[src/rtl/seq_pkg.sv]
// Shared types and constants for the seq_* serial blocks.
package seq_pkg;

  typedef enum logic [1:0] {
    IDLE,
    SHIFT,
    PARITY
  } piso_state_t;

  localparam int SEQ_WIDTH_DEFAULT = 8;

endpackage

[src/rtl/seq_piso_tx_if.sv]
// Parallel load handshake plus serial output bundle for seq_piso_tx.
interface seq_piso_tx_if #(
  parameter int WIDTH = seq_pkg::SEQ_WIDTH_DEFAULT
);
  logic [WIDTH-1:0] din;
  logic             din_valid;
  logic             din_ready;
  logic             sout;
  logic             sout_valid;
  logic             sout_last;
  logic             busy;

  // master: upstream word source / serial consumer; slave: the transmitter
  modport master (
    output din, din_valid,
    input  din_ready, sout, sout_valid, sout_last, busy
  );

  modport slave (
    input  din, din_valid,
    output din_ready, sout, sout_valid, sout_last, busy
  );
endinterface

[src/rtl/seq_bitcnt.sv]
// Loadable down-counter for the bits remaining in a frame; saturates at zero.
module seq_bitcnt #(
  parameter int WIDTH = 8
) (
  input  logic clk,
  input  logic rst,
  input  logic load,
  input  logic dec,
  output logic zero
);
  localparam int CW = $clog2(WIDTH);

  logic [CW-1:0] cnt;

  always_ff @(posedge clk) begin
    if (rst)                      cnt <= '0;
    else if (load)                cnt <= CW'(WIDTH - 1);
    else if (dec && cnt != '0)    cnt <= cnt - 1'b1;
  end

  assign zero = (cnt == '0);

endmodule

[src/rtl/seq_piso_tx.sv]
// PISO transmitter: MSB-first serialiser with valid/ready load.
// Define SEQ_PISO_PARITY_EN to append an even-parity bit after the LSB.
module seq_piso_tx
  import seq_pkg::*;
#(
  parameter int WIDTH = SEQ_WIDTH_DEFAULT
) (
  input  logic        clk,
  input  logic        rst,
  seq_piso_tx_if.slave bus
);

  piso_state_t      state_q, state_d;
  logic [WIDTH-1:0] sreg_q, sreg_d;
  logic             load, dec, zero, xfer;
`ifdef SEQ_PISO_PARITY_EN
  logic             par_q, par_d;
`endif

  seq_bitcnt #(.WIDTH(WIDTH)) u_bitcnt (
    .clk  (clk),
    .rst  (rst),
    .load (load),
    .dec  (dec),
    .zero (zero)
  );

  // Ready only in IDLE and the final bit cycle, so frames can abut.
  always_comb begin
    bus.din_ready = 1'b0;
    if (!rst) begin
      case (state_q)
        IDLE:   bus.din_ready = 1'b1;
`ifdef SEQ_PISO_PARITY_EN
        PARITY: bus.din_ready = 1'b1;
`else
        SHIFT:  bus.din_ready = zero;
`endif
        default: bus.din_ready = 1'b0;
      endcase
    end
  end

  assign xfer = bus.din_valid && bus.din_ready;

  always_comb begin
    state_d = state_q;
    sreg_d  = sreg_q;
    load    = 1'b0;
    dec     = 1'b0;
`ifdef SEQ_PISO_PARITY_EN
    par_d   = par_q;
`endif
    case (state_q)
      IDLE: ;
      SHIFT: begin
        sreg_d = {sreg_q[WIDTH-2:0], 1'b0};
        dec    = 1'b1;
`ifdef SEQ_PISO_PARITY_EN
        if (zero) state_d = PARITY;
`else
        if (zero) state_d = IDLE;
`endif
      end
`ifdef SEQ_PISO_PARITY_EN
      PARITY: state_d = IDLE;
`endif
      default: state_d = IDLE;
    endcase
    // xfer can only fire in a terminal cycle, so it always starts a new frame
    if (xfer) begin
      load    = 1'b1;
      sreg_d  = bus.din;
      state_d = SHIFT;
`ifdef SEQ_PISO_PARITY_EN
      par_d   = ^bus.din;
`endif
    end
  end

  always_ff @(posedge clk) begin
    if (rst) begin
      state_q <= IDLE;
      sreg_q  <= '0;
`ifdef SEQ_PISO_PARITY_EN
      par_q   <= 1'b0;
`endif
    end else begin
      state_q <= state_d;
      sreg_q  <= sreg_d;
`ifdef SEQ_PISO_PARITY_EN
      par_q   <= par_d;
`endif
    end
  end

  always_comb begin
    bus.sout       = 1'b0;
    bus.sout_valid = 1'b0;
    bus.sout_last  = 1'b0;
    case (state_q)
      SHIFT: begin
        bus.sout       = sreg_q[WIDTH-1];
        bus.sout_valid = 1'b1;
`ifndef SEQ_PISO_PARITY_EN
        bus.sout_last  = zero;
`endif
      end
`ifdef SEQ_PISO_PARITY_EN
      PARITY: begin
        bus.sout       = par_q;
        bus.sout_valid = 1'b1;
        bus.sout_last  = 1'b1;
      end
`endif
      default: ;
    endcase
  end

  assign bus.busy = (state_q != IDLE);

endmodule
[src/flat_wrapper.sv]
// flat-port wrapper written by rule: the top's interface ports become plain ports
module seq_piso_tx_flat import seq_pkg::*;
#(
  parameter int WIDTH = SEQ_WIDTH_DEFAULT
)
  (clk, rst, bus_din, bus_din_valid, bus_din_ready, bus_sout, bus_sout_valid, bus_sout_last, bus_busy);
  seq_piso_tx_if #(.WIDTH(WIDTH)) bus_i ();
  input  logic clk;
  input  logic rst;
  input wire logic [$bits(bus_i.din)-1:0] bus_din;
  input wire logic [$bits(bus_i.din_valid)-1:0] bus_din_valid;
  output wire logic [$bits(bus_i.din_ready)-1:0] bus_din_ready;
  output wire logic [$bits(bus_i.sout)-1:0] bus_sout;
  output wire logic [$bits(bus_i.sout_valid)-1:0] bus_sout_valid;
  output wire logic [$bits(bus_i.sout_last)-1:0] bus_sout_last;
  output wire logic [$bits(bus_i.busy)-1:0] bus_busy;
  assign bus_i.din = bus_din;
  assign bus_i.din_valid = bus_din_valid;
  assign bus_din_ready = bus_i.din_ready;
  assign bus_sout = bus_i.sout;
  assign bus_sout_valid = bus_i.sout_valid;
  assign bus_sout_last = bus_i.sout_last;
  assign bus_busy = bus_i.busy;
  seq_piso_tx #(.WIDTH(WIDTH)) u_core (.clk(clk), .rst(rst), .bus(bus_i));
endmodule
[config.mk]
export PLATFORM = sky130hd
export DESIGN_NAME = seq_piso_tx_flat
export DESIGN_NICKNAME = d
export VERILOG_FILES = /design/src/rtl/seq_pkg.sv /design/src/rtl/seq_piso_tx_if.sv /design/src/rtl/seq_bitcnt.sv /design/src/rtl/seq_piso_tx.sv /design/src/flat_wrapper.sv
export SDC_FILE = /design/constraint.sdc
export NUM_CORES = 1
export LEC_CHECK = 0
export CAP_MARGIN = 20
export CORE_MARGIN = 3
export CORE_UTILIZATION = 42
export DETAILED_ROUTE_END_ITERATION = 10
export PLACE_DENSITY = 0.72
export REMOVE_ABC_BUFFERS = 1
export SYNTH_ARGS = -nofsm -noshare
export SYNTH_HDL_FRONTEND = slang
export SYNTH_SLANG_ARGS = --single-unit
[constraint.sdc]
create_clock -name clk -period 1.2 [get_ports clk]
set_input_delay 0.24 -clock clk [delete_from_list [all_inputs] [get_ports clk]]
set_output_delay 0.24 -clock clk [all_outputs]
set_load 0.005 [all_outputs]
### Yosys cells after proc, flatten, opt, wreduce, memory -nomap -nowiden

Cells that the tools add are included.

* register bits: 13
* bits of input ports: 11

* mux-type cells: 13
* equality and inequality tests: 4
* $add $sub $neg: 1
* bitwise operators: 1
* reduce and logical (&&, ||, !) cells: 11

Operators by type and width (number)
* $mux W8: 2
* $mux W1: 6
* $mux W3: 2
* $reduce_bool A2 Y1: 3
* $ne A2 B1 Y1 const B: 2
* $pmux W2 S2: 1
* $reduce_and A2 Y1: 2
* $logic_not A3 Y1: 1
* $ne A3 B1 Y1 const B: 1
* $reduce_bool A3 Y1: 1
* $sub A3 B1 Y3 const B: 1
* $eq A2 B1 Y1 const B: 1
* $logic_and A1 B1 Y1: 2
* $logic_not A2 Y1: 1
* $mux W2: 1
* $pmux W1 S2: 1
* $reduce_or A2 Y1: 1
* $not A1 Y1: 1

### Depth between registers and ports, before layout

* depth after elaboration: 6
* mapped depth: 7
* depth with buffers taken out: 6

### Hierarchy

Synthesis repeated with hierarchy kept, for this count alone.

* cell total of the unflattened synthesis: 64
* area total of the unflattened synthesis: 670.6 um2

By module, submodules not included
* seq_piso_tx: area an instance 495.5 um2, times used 1, cells each 46
* seq_bitcnt: area an instance 175.2 um2, times used 1, cells each 18

### Least setup slack after synthesis

No wires, ideal clock.

* kind: reg-to-reg
* start: reg u_core.u_bitcnt.cnt[0]
* end: reg u_core.sreg_q[1]
* library setup time: 0.086 ns
* required time: 1.114 ns
* stages on the path, launching flop included: 7
* data arrival time: 1.250 ns
* path slack: -0.137 ns
* cell sequence: dfxtp_1 inv_1 ha_1 ha_1 nand2b_1 buf_6 a221oi_2

* longest elaborated chain between the ends: 5

Ends and longest elaborated chain
* start, declared: RTL line seq_bitcnt.sv:13 `logic [CW-1:0] cnt;`
* start signal, assigned: RTL line seq_bitcnt.sv:17 `else if (load) cnt <= CW'(WIDTH - 1);`
* start signal, assigned: RTL line seq_bitcnt.sv:18 `else if (dec && cnt != '0) cnt <= cnt - 1'b1;`
* $logic_not A3 Y1 (*): RTL line seq_bitcnt.sv:21 `assign zero = (cnt == '0);`
* $pmux W1 S2 (*): RTL line seq_piso_tx.sv:32 `case (state_q)`
* $mux W1 (*): RTL line seq_piso_tx.sv:31 `if (!rst) begin`
* $logic_and A1 B1 Y1 (*): RTL line seq_piso_tx.sv:44 `assign xfer = bus.din_valid && bus.din_ready;`
* $mux W8 / $reduce_bool A2 Y1 (equally long branches)
* end signal, assigned: RTL line seq_piso_tx.sv:90 `sreg_q <= sreg_d;`
* end, declared: RTL line seq_piso_tx.sv:14 `logic [WIDTH-1:0] sreg_q, sreg_d;`

Mark *: on every way between the ends. The rest lies on a longest branch, timed or not.
A chain may end at the register's enable or synchronous reset.

### Worst setup path after layout

* start: reg u_core.u_bitcnt.cnt[1]
* end: out bus_din_ready

* longest elaborated chain between the ends: 3

Ends and longest elaborated chain
* $logic_not A3 Y1: RTL line seq_bitcnt.sv:21
* $pmux W1 S2: RTL line seq_piso_tx.sv:32
* $mux W1: RTL line seq_piso_tx.sv:31
* end, declared: RTL line flat_wrapper.sv:12 `output wire logic [$bits(bus_i.din_ready)-1:0] bus_din_ready;`

Every way passes these cells.

==> metrics.csv <==
stage,metric,value,unit
sta,RSZ-0062 raised after global routing,true,
global_route,largest net degree at the start of global routing,15,
sta,Fin. Hold Viols,0,
global_route,initial antenna violation count,0,
floorplanning,Initial Util,48.1,%
global_route,GRT overflow,0,
finish,final non-filler cell total,105,
worst_setup_path,Crit Path Category,reg -> out,
worst_setup_path,critical path startpoint category,flop,
floorplanning,die height,45.8,um
placement,PortBufs,15,
worst_setup_path,Worst Path Required,960,ps
sta,final setup fails,14,
min_path,HP Class,reg -> reg,
global_route,met3 global-route usage,3.56,%
sta,Fmax,0.673,GHz
global_route,total track usage,19.1,%
worst_setup_path,Worst setup EP type,primary output,
finish,"commonest non-fill, non-tap cells in the layout","buf_4, clkdlybuf4s50_1, dfxtp_1",
global_route,GR Util met2,34.0,%
detailed_routing,WL/cell,15.7,um
clocking,H-tree lvl count,1,
placement,DP Area,868,sq um
worst_setup_path,Worst path most repeated cell,ha_4,
clocking,"Reg clk slew, reported paths",70,ps
worst_setup_path,R2R Setup Slk,-280,ps
yosys,Yosys Warn Count,0,
detailed_routing,DR vias,584,
clocking,hold_buf cts,0,
worst_setup_path,CP max stage cell,dfxtp_2,
worst_setup_path,cell count of the worst reg-to-reg path,8,
finish,area grow syn2layout,58.0,%
worst_setup_path,critical path's largest stage delay,340,ps
detailed_routing,antenna-violating nets left,0,
worst_setup_path,Crit Path Max Fanout,3,
floorplanning,die area,2090,sq um
clocking,Worst-Skew Late Latency,260,ps
yosys,post-synthesis sequential area ratio,36.2,%
finish,NumNets Final,105,
clocking,# clock sinks,12,
finish,layout cell share with drive strength beyond 1,53.3,%
power,cell area power density,1070,nW/um^2
global_route,GR Util met1,22.6,%
yosys,Gate Count Post-Synth,62,
power,Pwr Total,1.12,mW
clocking,CTS tree,built,
finish,n_diodes,0,
finish,"most common cell after layout, fill and taps aside",buf_4,
sta,crit share post-route,124,%
detailed_routing,Total Wirelength,1650,um
floorplanning,chip width,45.8,um
sta,clock skew,3.42,ps
floorplanning,I/O Pins,16,
yosys,syn avg cell area,10.7,sq um
flow_run,max-capacitance violation count,0,
status,run status,"finished, violations left",
worst_setup_path,"Arr. time, crit path",1240,ps
sta,fin crit period,1480,ps
global_route,global-route wire length before repair,2810,um
placement,placed instance count,94,
sta,fin worst setup slack,-285,ps
placement,post-detail-place hpwl,995,um
sta,Slew @ Worst Pin,198,ps
yosys,synth unique cells,20,
detailed_routing,Pre-antenna DRT Iters,2,
detailed_routing,vias per cell,5.56,
sta,Slew headroom,86.4,%
power,Max VDD drop,683,uV
sta,Max Slew Vio Count,0,
global_route,vias in the first global route,612,
worst_setup_path,crit-path cells,"inv_2, ha_4, ha_4, nor2b_4, nor2_1, buf_2",
status,failing checks,setup timing,
clocking,Num CTS Buffers,3,
clocking,Root Buffer,clkbuf_4,
clocking,Max clock buf depth,2,
finish,Post-Layout Inst Area,1050,sq um
floorplanning,Std-Cell Rows,13,
floorplanning,core area,1380,sq um
yosys,"Cell Area, Synth",664,sq um
global_route,gr busiest metal,met2,
placement,GP Congestion,0.727,
detailed_routing,DRC viols,0,
detailed_routing,initial DRC count,5,
min_path,Hold Path Cell Cnt,2,
yosys,"flops & latches, synth",12,
power,Lkg Pwr,0.416,nW
## per-stage QoR
step | hold WS (ps) | setup TNS, ps | setup slack, ps | utilization (%)
finish | 531 | -2900 | -285 | 75.9
global placement | 475 | -3570 | -403 | 62.8
CTS | 511 | -2730 | -279 | 74.8
detailed placement | 499 | -4350 | -458 | 62.8
floorplan | 306 | -3390 | -351 | -
global route | 558 | -3790 | -357 | 75.9
## flip-flops by register name (all words and copies together), names as in the netlist
name / count
u_core.sreg_q: 8
u_core.u_bitcnt.cnt: 3
u_core.state_q: 1
## path summary, 6_finish.rpt
kind / start / endpoint
hold / removal: u_core.sreg_q[0] / u_core.sreg_q[0]
setup reg to reg: u_core.u_bitcnt.cnt[0] / u_core.sreg_q[4]
setup / recovery: u_core.u_bitcnt.cnt[1] / bus_din_ready
hold reg to reg: u_core.sreg_q[0] / u_core.sreg_q[0]
## cell usage after synthesis (all sizes together)
cell type | instances | area [sq um]
and2 | 2 | 13.8
inv | 4 | 15.0
nand2 | 1 | 20.0
o211ai | 1 | 7.51
nor2b | 8 | 50.1
buf | 5 | 36.3
clkbuf | 1 | 13.8
a221oi | 7 | 105
dfxtp | 12 | 240
nand3b | 1 | 7.51
nand2b | 1 | 6.26
a21oi | 1 | 5.00
mux2i | 7 | 70.1
a211oi | 3 | 22.5
nor2 | 3 | 11.3
ha | 2 | 25.0
nor3 | 3 | 15.0
## metal layers
layer	routed length (um)	vias up
met5	0	-
met4	6	0
met3	76	2
met2	885	12
met1	679	284
li1	-	286
## power breakdown
part / internal [mW] / switching [mW]
Combinational: 0.246 / 0.178
Sequential: 0.439 / 0.0242
Clock: 0.116 / 0.121
Total: 0.801 / 0.324
## kinds of logic after synthesis
| kind of cell | synth area share, % |
|---|---|
| and+or+nand+nor | 18.6 |
| adders and majority gates | 3.77 |
| DFF | 36.2 |
| buffers and inverters | 9.79 |
| AOI/OAI and AO/OA | 21.1 |
| muxes | 10.5 |
## worst max-delay path: cells and delay by family (launching register included)
| kind | cells | cell delay (ps) |
|---|---|---|
| adders and majority gates | 2 | 320 |
| DFF | 1 | 340 |
| and+or+nand+nor | 2 | 150 |
| buffers and inverters | 2 | 170 |
## final cells by class
| class | count | area [sq um] |
|---|---|---|
| multi-input combinational | 40 | 443 |
| timing repair buffer | 31 | 304 |
| sequential | 12 | 246 |
| tap | 15 | 18.8 |
| fill | 89 | 333 |
| clock buffer | 3 | 22.5 |
| inverter | 4 | 15.0 |
## what timing repair did
item / CTS / global route
pin swaps: 5 / 9
resized for setup: 44 / 6
setup buffers: 12 / 3
endpoints found under the setup margin: 17 / 16
cloned: 0 / 0
(Power assumes the default switching activity.)
==> RTL edit, RTL diff (config.mk and constraints unchanged) <==
The package constant `SEQ_WIDTH_DEFAULT` goes from 8 to 16.
--- a/src/rtl/seq_pkg.sv
+++ b/src/rtl/seq_pkg.sv
@@ -8,5 +8,5 @@
   } piso_state_t;
 
-  localparam int SEQ_WIDTH_DEFAULT = 8;
+  localparam int SEQ_WIDTH_DEFAULT = 16;
 
 endpackage
Interface: changed (resized bus_din); port bits go from 16 to 24. No check against the original RTL was run, so the function may have changed too.
==> RTL edit against the unedited design <==
The flow still finishes with violations (setup timing). Synthesized area increased by 79%. Worst setup slack lost 480 ps. Sequential power up 72%. Design area up 69%. Routed wire length grew 57%. Utilization decreased by 7.2 points. Clock power rose by 40%. Non-clock buffer count increased by 18. Total power up 58%. Sequential cell count up 9. Synthesized cell count grew 94%. Largest power group unchanged.
==> RTL edit: results (changes against the unedited design) <==
[setup_path]
reg2reg_depth = 9  ; +1
critPathCapture = u_core.sreg_q[5]

[synth]
yosys.area_share.adder = 0.0105  ; -0.0271
ys_top_cells_by_count = 21 x dfxtp_1, 17 x nor2_1, 15 x mux2i_1, 15 x nor2b_1, 10 x mux2_4
synth_xor_area_frac = 0.00738  ; +0.00738

[power]
pg_clk_uw = 332  ; +40%
p_total_mw = 1.78  ; +58%
p_comb_uw = 655  ; +54%

[layout]
multi_input_area_share = 0.443  ; +0.0211
fillers = 204  ; +130%
layout.comb_gates.multi_input = 84  ; +110%
inv_count = 5  ; +1
signal_buffers = 49  ; +58%
largest_reg_flops = 16  ; +8
top_regs = u_core.sreg_q (16), u_core.u_bitcnt.cnt (4), u_core.state_q (1)

[sta]
setup_tns_ps = -14530  ; -11640 ps
setup_viol = 25  ; +11
setup_ws_ps = -760  ; -475 ps
tightest_slew_ps = 261  ; +62.9 ps

[status]
failed_checks = setup timing
outcome = finished with violations

[placement]
io_buffers = 23  ; +8

[clock_network]
insertion_delay_ps = 300  ; +40 ps
clk_pin_slew_ps = 120  ; +50 ps
cts.sinks = 21  ; +9

[route]
drtIter0Drc = 14  ; +9

[grt]
grt_max_degree = 20  ; +5

==> RTL edit: cell count changes after synthesis, sizes merged, moves of 2 or more <==
cell / change
nor2: +14
nor3: -2
nor2b: +7
mux2: +15
clkbuf: +3
a21oi: +4
dfxtp: +9
mux2i: +8
a221oi: -7
==> RTL edit: metal layers <==
| layer | GRT usage | part of all wire | vias up |
|---|---|---|---|
| li1 | - | - | 492 |
| met2 | 0.271 | 0.49 | 28 |
| met1 | 0.201 | 0.44 | 457 |
| met3 | 0.0240 | 0.053 | 4 |
| met5 | 0 | 0 | - |
| met4 | 0.0680 | 0.014 | 0 |
==> RTL edit: repair_timing <==
item | 4_1_cts | 5_1_grt
endpoints found under the setup margin | 25 | 25
resized for setup | 52 | 9
pin swaps | 12 | 4
endpoints found under the hold margin | 0 | 0
setup buffers | 8 | 2
cloned | 1 | 0
